[src/rtl/shift_pkg.sv]
// Shared encodings for the multi-cycle shift sequencer: shift ops, FSM states
// and default operand sizing.
package shift_pkg;

    localparam int DEF_WIDTH = 32;
    localparam int DEF_AMT_W = 5;

    typedef enum logic [1:0] {
        OP_SLL = 2'b00,
        OP_SRL = 2'b01,
        OP_SRA = 2'b10,
        OP_ROL = 2'b11
    } op_t;

    typedef enum logic [1:0] {
        ST_IDLE  = 2'b00,
        ST_SHIFT = 2'b01,
        ST_DONE  = 2'b10
    } state_t;

endpackage

[src/rtl/shift_one_step.sv]
// Combinational single-position shifter shared by every shift operation;
// the sequencer applies it once per cycle to build a shift by N.
module shift_one_step
    import shift_pkg::*;
#(
    parameter int WIDTH = DEF_WIDTH
) (
    input  logic [WIDTH-1:0] d,
    input  logic [1:0]       op,
    output logic [WIDTH-1:0] q
);

    always_comb begin
        q = d;
        case (op)
            OP_SLL:  q = {d[WIDTH-2:0], 1'b0};
            OP_SRL:  q = {1'b0, d[WIDTH-1:1]};
            OP_SRA:  q = {d[WIDTH-1], d[WIDTH-1:1]};
            OP_ROL:  q = {d[WIDTH-2:0], d[WIDTH-1]};
            default: q = d;
        endcase
    end

endmodule

[src/rtl/shift_sequencer.sv]
// Arbitrates two shift requesters onto one single-bit shift step and iterates
// it N times; res_data doubles as the working register while shifting.
module shift_sequencer
    import shift_pkg::*;
#(
    parameter int WIDTH = DEF_WIDTH,
    parameter int AMT_W = DEF_AMT_W
) (
    input  logic             clock,
    input  logic             reset_n,
    input  logic             req0_valid,
    output logic             req0_ready,
    input  logic [WIDTH-1:0] req0_data,
    input  logic [AMT_W-1:0] req0_amount,
    input  logic [1:0]       req0_op,
    input  logic             req1_valid,
    output logic             req1_ready,
    input  logic [WIDTH-1:0] req1_data,
    input  logic [AMT_W-1:0] req1_amount,
    input  logic [1:0]       req1_op,
    output logic             res_valid,
    input  logic             res_ready,
    output logic [WIDTH-1:0] res_data,
    output logic             res_id,
    output logic             busy
);

    state_t           state;
    logic [AMT_W-1:0] count;
    logic             last_grant;
    logic [1:0]       op_reg;
    logic             grant;
    logic             sel_valid;
    logic [WIDTH-1:0] sel_data;
    logic [AMT_W-1:0] sel_amount;
    logic [1:0]       sel_op;
    logic [WIDTH-1:0] step_q;

    // Round-robin only matters on contention; a lone requester always wins.
    always_comb begin
        grant = ~last_grant;
        if (req0_valid && !req1_valid) begin
            grant = 1'b0;
        end else if (req1_valid && !req0_valid) begin
            grant = 1'b1;
        end
    end

    always_comb begin
        sel_valid  = req0_valid;
        sel_data   = req0_data;
        sel_amount = req0_amount;
        sel_op     = req0_op;
        if (grant) begin
            sel_valid  = req1_valid;
            sel_data   = req1_data;
            sel_amount = req1_amount;
            sel_op     = req1_op;
        end
    end

    assign req0_ready = (state == ST_IDLE) && !grant;
    assign req1_ready = (state == ST_IDLE) && grant;
    assign busy       = (state != ST_IDLE);

    shift_one_step #(.WIDTH(WIDTH)) u_step (
        .d  (res_data),
        .op (op_reg),
        .q  (step_q)
    );

    always_ff @(posedge clock or negedge reset_n) begin
        if (!reset_n) begin
            state      <= ST_IDLE;
            res_valid  <= 1'b0;
            res_data   <= '0;
            res_id     <= 1'b0;
            count      <= '0;
            last_grant <= 1'b1;
            op_reg     <= OP_SLL;
        end else begin
            case (state)
                ST_IDLE: begin
                    if (sel_valid) begin
                        res_id     <= grant;
                        last_grant <= grant;
                        op_reg     <= sel_op;
                        res_data   <= sel_data;
                        if (sel_amount == '0) begin
                            res_valid <= 1'b1;
                            state     <= ST_DONE;
                        end else begin
                            count <= sel_amount;
                            state <= ST_SHIFT;
                        end
                    end
                end
                ST_SHIFT: begin
                    res_data <= step_q;
                    count    <= count - 1'b1;
                    if (count == AMT_W'(1)) begin
                        res_valid <= 1'b1;
                        state     <= ST_DONE;
                    end
                end
                ST_DONE: begin
                    if (res_ready) begin
                        res_valid <= 1'b0;
                        state     <= ST_IDLE;
                    end
                end
                default: state <= ST_IDLE;
            endcase
        end
    end

endmodule

[config.mk]
export PLATFORM = sky130hd
export DESIGN_NAME = shift_sequencer
export DESIGN_NICKNAME = d
export VERILOG_FILES = /design/src/rtl/shift_pkg.sv /design/src/rtl/shift_one_step.sv /design/src/rtl/shift_sequencer.sv
export SDC_FILE = /design/constraint.sdc
export NUM_CORES = 1
export LEC_CHECK = 0
export BUFFER_PORTS_ARGS = -buffer_cell sky130_fd_sc_hd__buf_2
export CORE_UTILIZATION = 30
export DETAILED_ROUTE_END_ITERATION = 10
export PLACE_DENSITY = 0.62
export SLEW_MARGIN = 20
export SYNTH_ARGS = -nofsm -noshare
export SYNTH_HDL_FRONTEND = slang
export SYNTH_SLANG_ARGS = --single-unit
[constraint.sdc]
create_clock -name clock -period 2.5 [get_ports clock]
set_clock_uncertainty 0.15 [all_clocks]
set_input_delay 0.25 -clock clock [delete_from_list [all_inputs] [get_ports clock]]
set_output_delay 0.25 -clock clock [all_outputs]
set_load 0.005 [all_outputs]
==> summary.txt <==
Cells and area
  • Antenna Diode Count: 0
  • Final nets: 584
  • Register Area: 0.001102 mm^2
  • Layout cells sized above 1: 37.00%
  • Fillers: 1028
  • Multi-input gate area: 0.001800 mm^2
  • Regs by FF count: res_data: 32 flops, count: 5 flops
  • Area growth syn-to-layout: 30.15%
  • Largest register FFs: 32
  • Biggest register: res_data
  • Final core occ: 40.32%

Worst hold path
  • Worst hold-check path type: input port to flip-flop
  • Hold_sp: req0_valid

Detailed routing
  • Drc violations: 0
  • Iter 0 DRT Violations: 131
  • Per-cell routed wire length: 13.02 um
  • Routed WL: 8241 um
  • Vias per cell: 4.847
  • Via count: 3068
  • Routed Antenna Nets: 0
  • Drt first pass iters: 4

Setup path
  • Slowest CP cell: or4_4
  • Ordered cell list for the critical path: nand2b_1 > buf_4 > a211oi_1 > o22ai_1 > or4_4 > a22oi_1
  • Critical Path RT: 2.56 ns
  • Worst setup SP type: flip-flop
  • Worst Path Arrival: 2.37 ns
  • Reg2reg start: last_grant
  • Setup crit end kind: flip-flop
  • CP max stage delay: 0.59 ns
  • CP startpoint: last_grant
  • Crit path kind: flip-flop to flip-flop
  • Worst-path fanout max: 8

STA
  • Period utilisation layout: 92.29%
  • Fmax: 433.4 MHz
  • Worst-margin pin slew: 0.9081 ns
  • Final hold violation count: 0
  • Slew headroom: 39.16%
  • Slew Limit Fails: 0
  • RSZ-0062 raised after global routing: no
  • Setup tns final: 0 ns
  • Final min period: 2.307 ns
  • # setup viols final: 0

Pwr
  • Sw Share: 46.17%
  • Pleak: 1.850 nW
  • Sequential power share: 30.0%
  • Switching pwr: 0.002325 W
  • P_int: 0.002710 W
  • Clock network power share: 11.8%
  • Peak supply drop: 0.5268 mV
  • Total Power: 0.005035 W
  • PD cells: 1272 mW/mm^2
  • Combinational share of power: 58.2%

Yosys
  • Dominant cell type by area after synthesis: dfrtp_1
  • Area share of the largest cell type after synthesis: 35.38%
  • Synth Net Count: 472
  • Synth top cells by count: 94 x nand2_1, 69 x o21ai_0, 43 x dfrtp_1, 31 x mux2_2, 30 x nand3_1
  • Area contributors post-synth: dfrtp_1 35%, nand2_1 12%, mux2_2 11%
  • YS warnings: 0
  • EDFF count, synth: 0
  • Synth cell types: 46
  • Post-synthesis sequential area ratio: 36.24%
  • Cells after Synth: 387
  • Most numerous cell in the Yosys netlist: nand2_1
  • Synth Flop Type: dfrtp_1
  • Async set-reset flop share out of synthesis: 100.0%
  • Synthesized cell area: 0.003042 mm^2
  • Synth Area per Inst: 7.860 um^2
  • #FFs+latches synth: 44

Placed design
  • RD Place Congestion: 0.7824
  • PortBufs: 119
  • Dpl hpwl: 6079 um

Floorplan
  • Die ar.: 0.01055 mm^2
  • Initial core utilization: 30.98%
  • I/O Pins: 120
  • Width of the die: 102.7 um
  • Die Y: 102.7 um
  • CORE AREA: 0.009819 mm^2
  • Row count: 36

Clock tree
  • Clock slew at reported path FFs: 0.09 ns
  • Clock Sinks: 44
  • Post-CTS Setup Bufs: 0
  • Max clock buf depth: 2
  • CTS tree: built
  • H-Tree Depth: 2
  • CTS buffer count: 5
  • Worst-skew pair later-pin latency: 0.31 ns
  • Root Buffer: clkbuf_8

Global route
  • Maximum number of pins on one net before global-route repair: 47
  • Antenna violations before repair: 0
  • First-pass GRT wire length: 12810 um
  • Vias in the first global route: 2698
  • Tot GR Track Use: 15.58%
  • Grt ovf: 0

Flow run
  • Max-cap viol count: 0

Status
  • Status: finished, final reports clean
placed cells by master (no fill, tap or decap), drive strengths merged, types with 3 or more instances in the layout:
cell and n:
a211oi 6, a21oi 5, dfrtp 43, nor2 10, o22ai 3, mux2 32, or2 3, a22o 5
buf 134, a31oi 3, nand3 30, clkbuf 6, nor2b 5, mux2i 5, nand2 94, nor3 3
o21ai 69, inv 10
logic make-up (layout without fill, tap and decap cells):
logic type               count (synthesis)  after routing  share of synthesized area (%)
XOR/XNOR                                 4              4                          1.152
AND/OR/NAND/NOR                        153            153                          21.80
adder cells (fa/ha/maj)                  2              2                         0.8226
flip-flops                              44             44                          36.24
AO/OA/AOI/OAI                          107            107                          21.02
multiplexers                            37             37                          13.62
buffers and inverters                   40            153                          5.348
through the flow:
step	hold WS, ns	std cells	instance area (um^2)	worst slack, ns
2_1_floorplan	-0.1956	387	3042	0.1425
3_3_place_gp	0.09999	624	3827	0.2853
3_5_place_dp	0.1072	624	3827	0.2151
4_1_cts	0.08735	633	3959	0.1936
5_1_grt	0.1130	633	3959	0.08686
6_report	0.09775	633	3959	0.1928
final timing paths:
path / to / slack, ns / cells after the start
max in group asynchronous: res_data[6] / 1.18 / 3
max: count[1] / 0.19 / 6
max reg2reg: count[1] / 0.19 / 6
min reg2reg: res_data[0] / 0.38 / 1
min in group asynchronous: res_id / 0.31 / 2
min: last_grant / 0.1 / 2
worst max-delay path: cells and delay by family (launching register included):
| kind | cells | cell delay, ns |
|---|---|---|
| DFF | 1 | 0.39 |
| and+or+nand+nor | 2 | 0.74 |
| AOI/OAI and AO/OA | 3 | 0.77 |
| buffers and inverters | 1 | 0.16 |
per-layer routing:
layer | up-vias | wire [um] | global-route usage, %
met4 | 0 | 70 | 4.286
met1 | 1404 | 3871 | 21.03
met5 | - | 0 | 0
met3 | 8 | 414 | 2.644
met2 | 82 | 3884 | 25.69
li1 | 1574 | - | -
layout make-up:
cell class                      instances  area share (%)
Clock buffer                            6           2.086
Clock inverter                          2          0.9798
Inverter                               10          0.9482
Multi-Input combinational cell        303           45.48
Sequential cell                        44           27.84
Tap cell                              133           4.204
Timing Repair Buffer                  135           18.46
power groups by stage:
stage	clock [W]	combinational, W	sequential [W]
after global placement	0	0.00290	0.00151
after detailed placement	0	0.00296	0.00153
final	0.000594	0.00293	0.00151
after CTS	0.000614	0.00298	0.00151
after floorplan	0	0.00202	0.00143
after global routing	0.000642	0.00335	0.00157
repair_timing:
action,in CTS,in global routing
hold buffers,1,0
endpoints found under the hold margin,19,0
gates resized for setup,0,0
No activity file was read; power rests on OpenSTA's default activity.
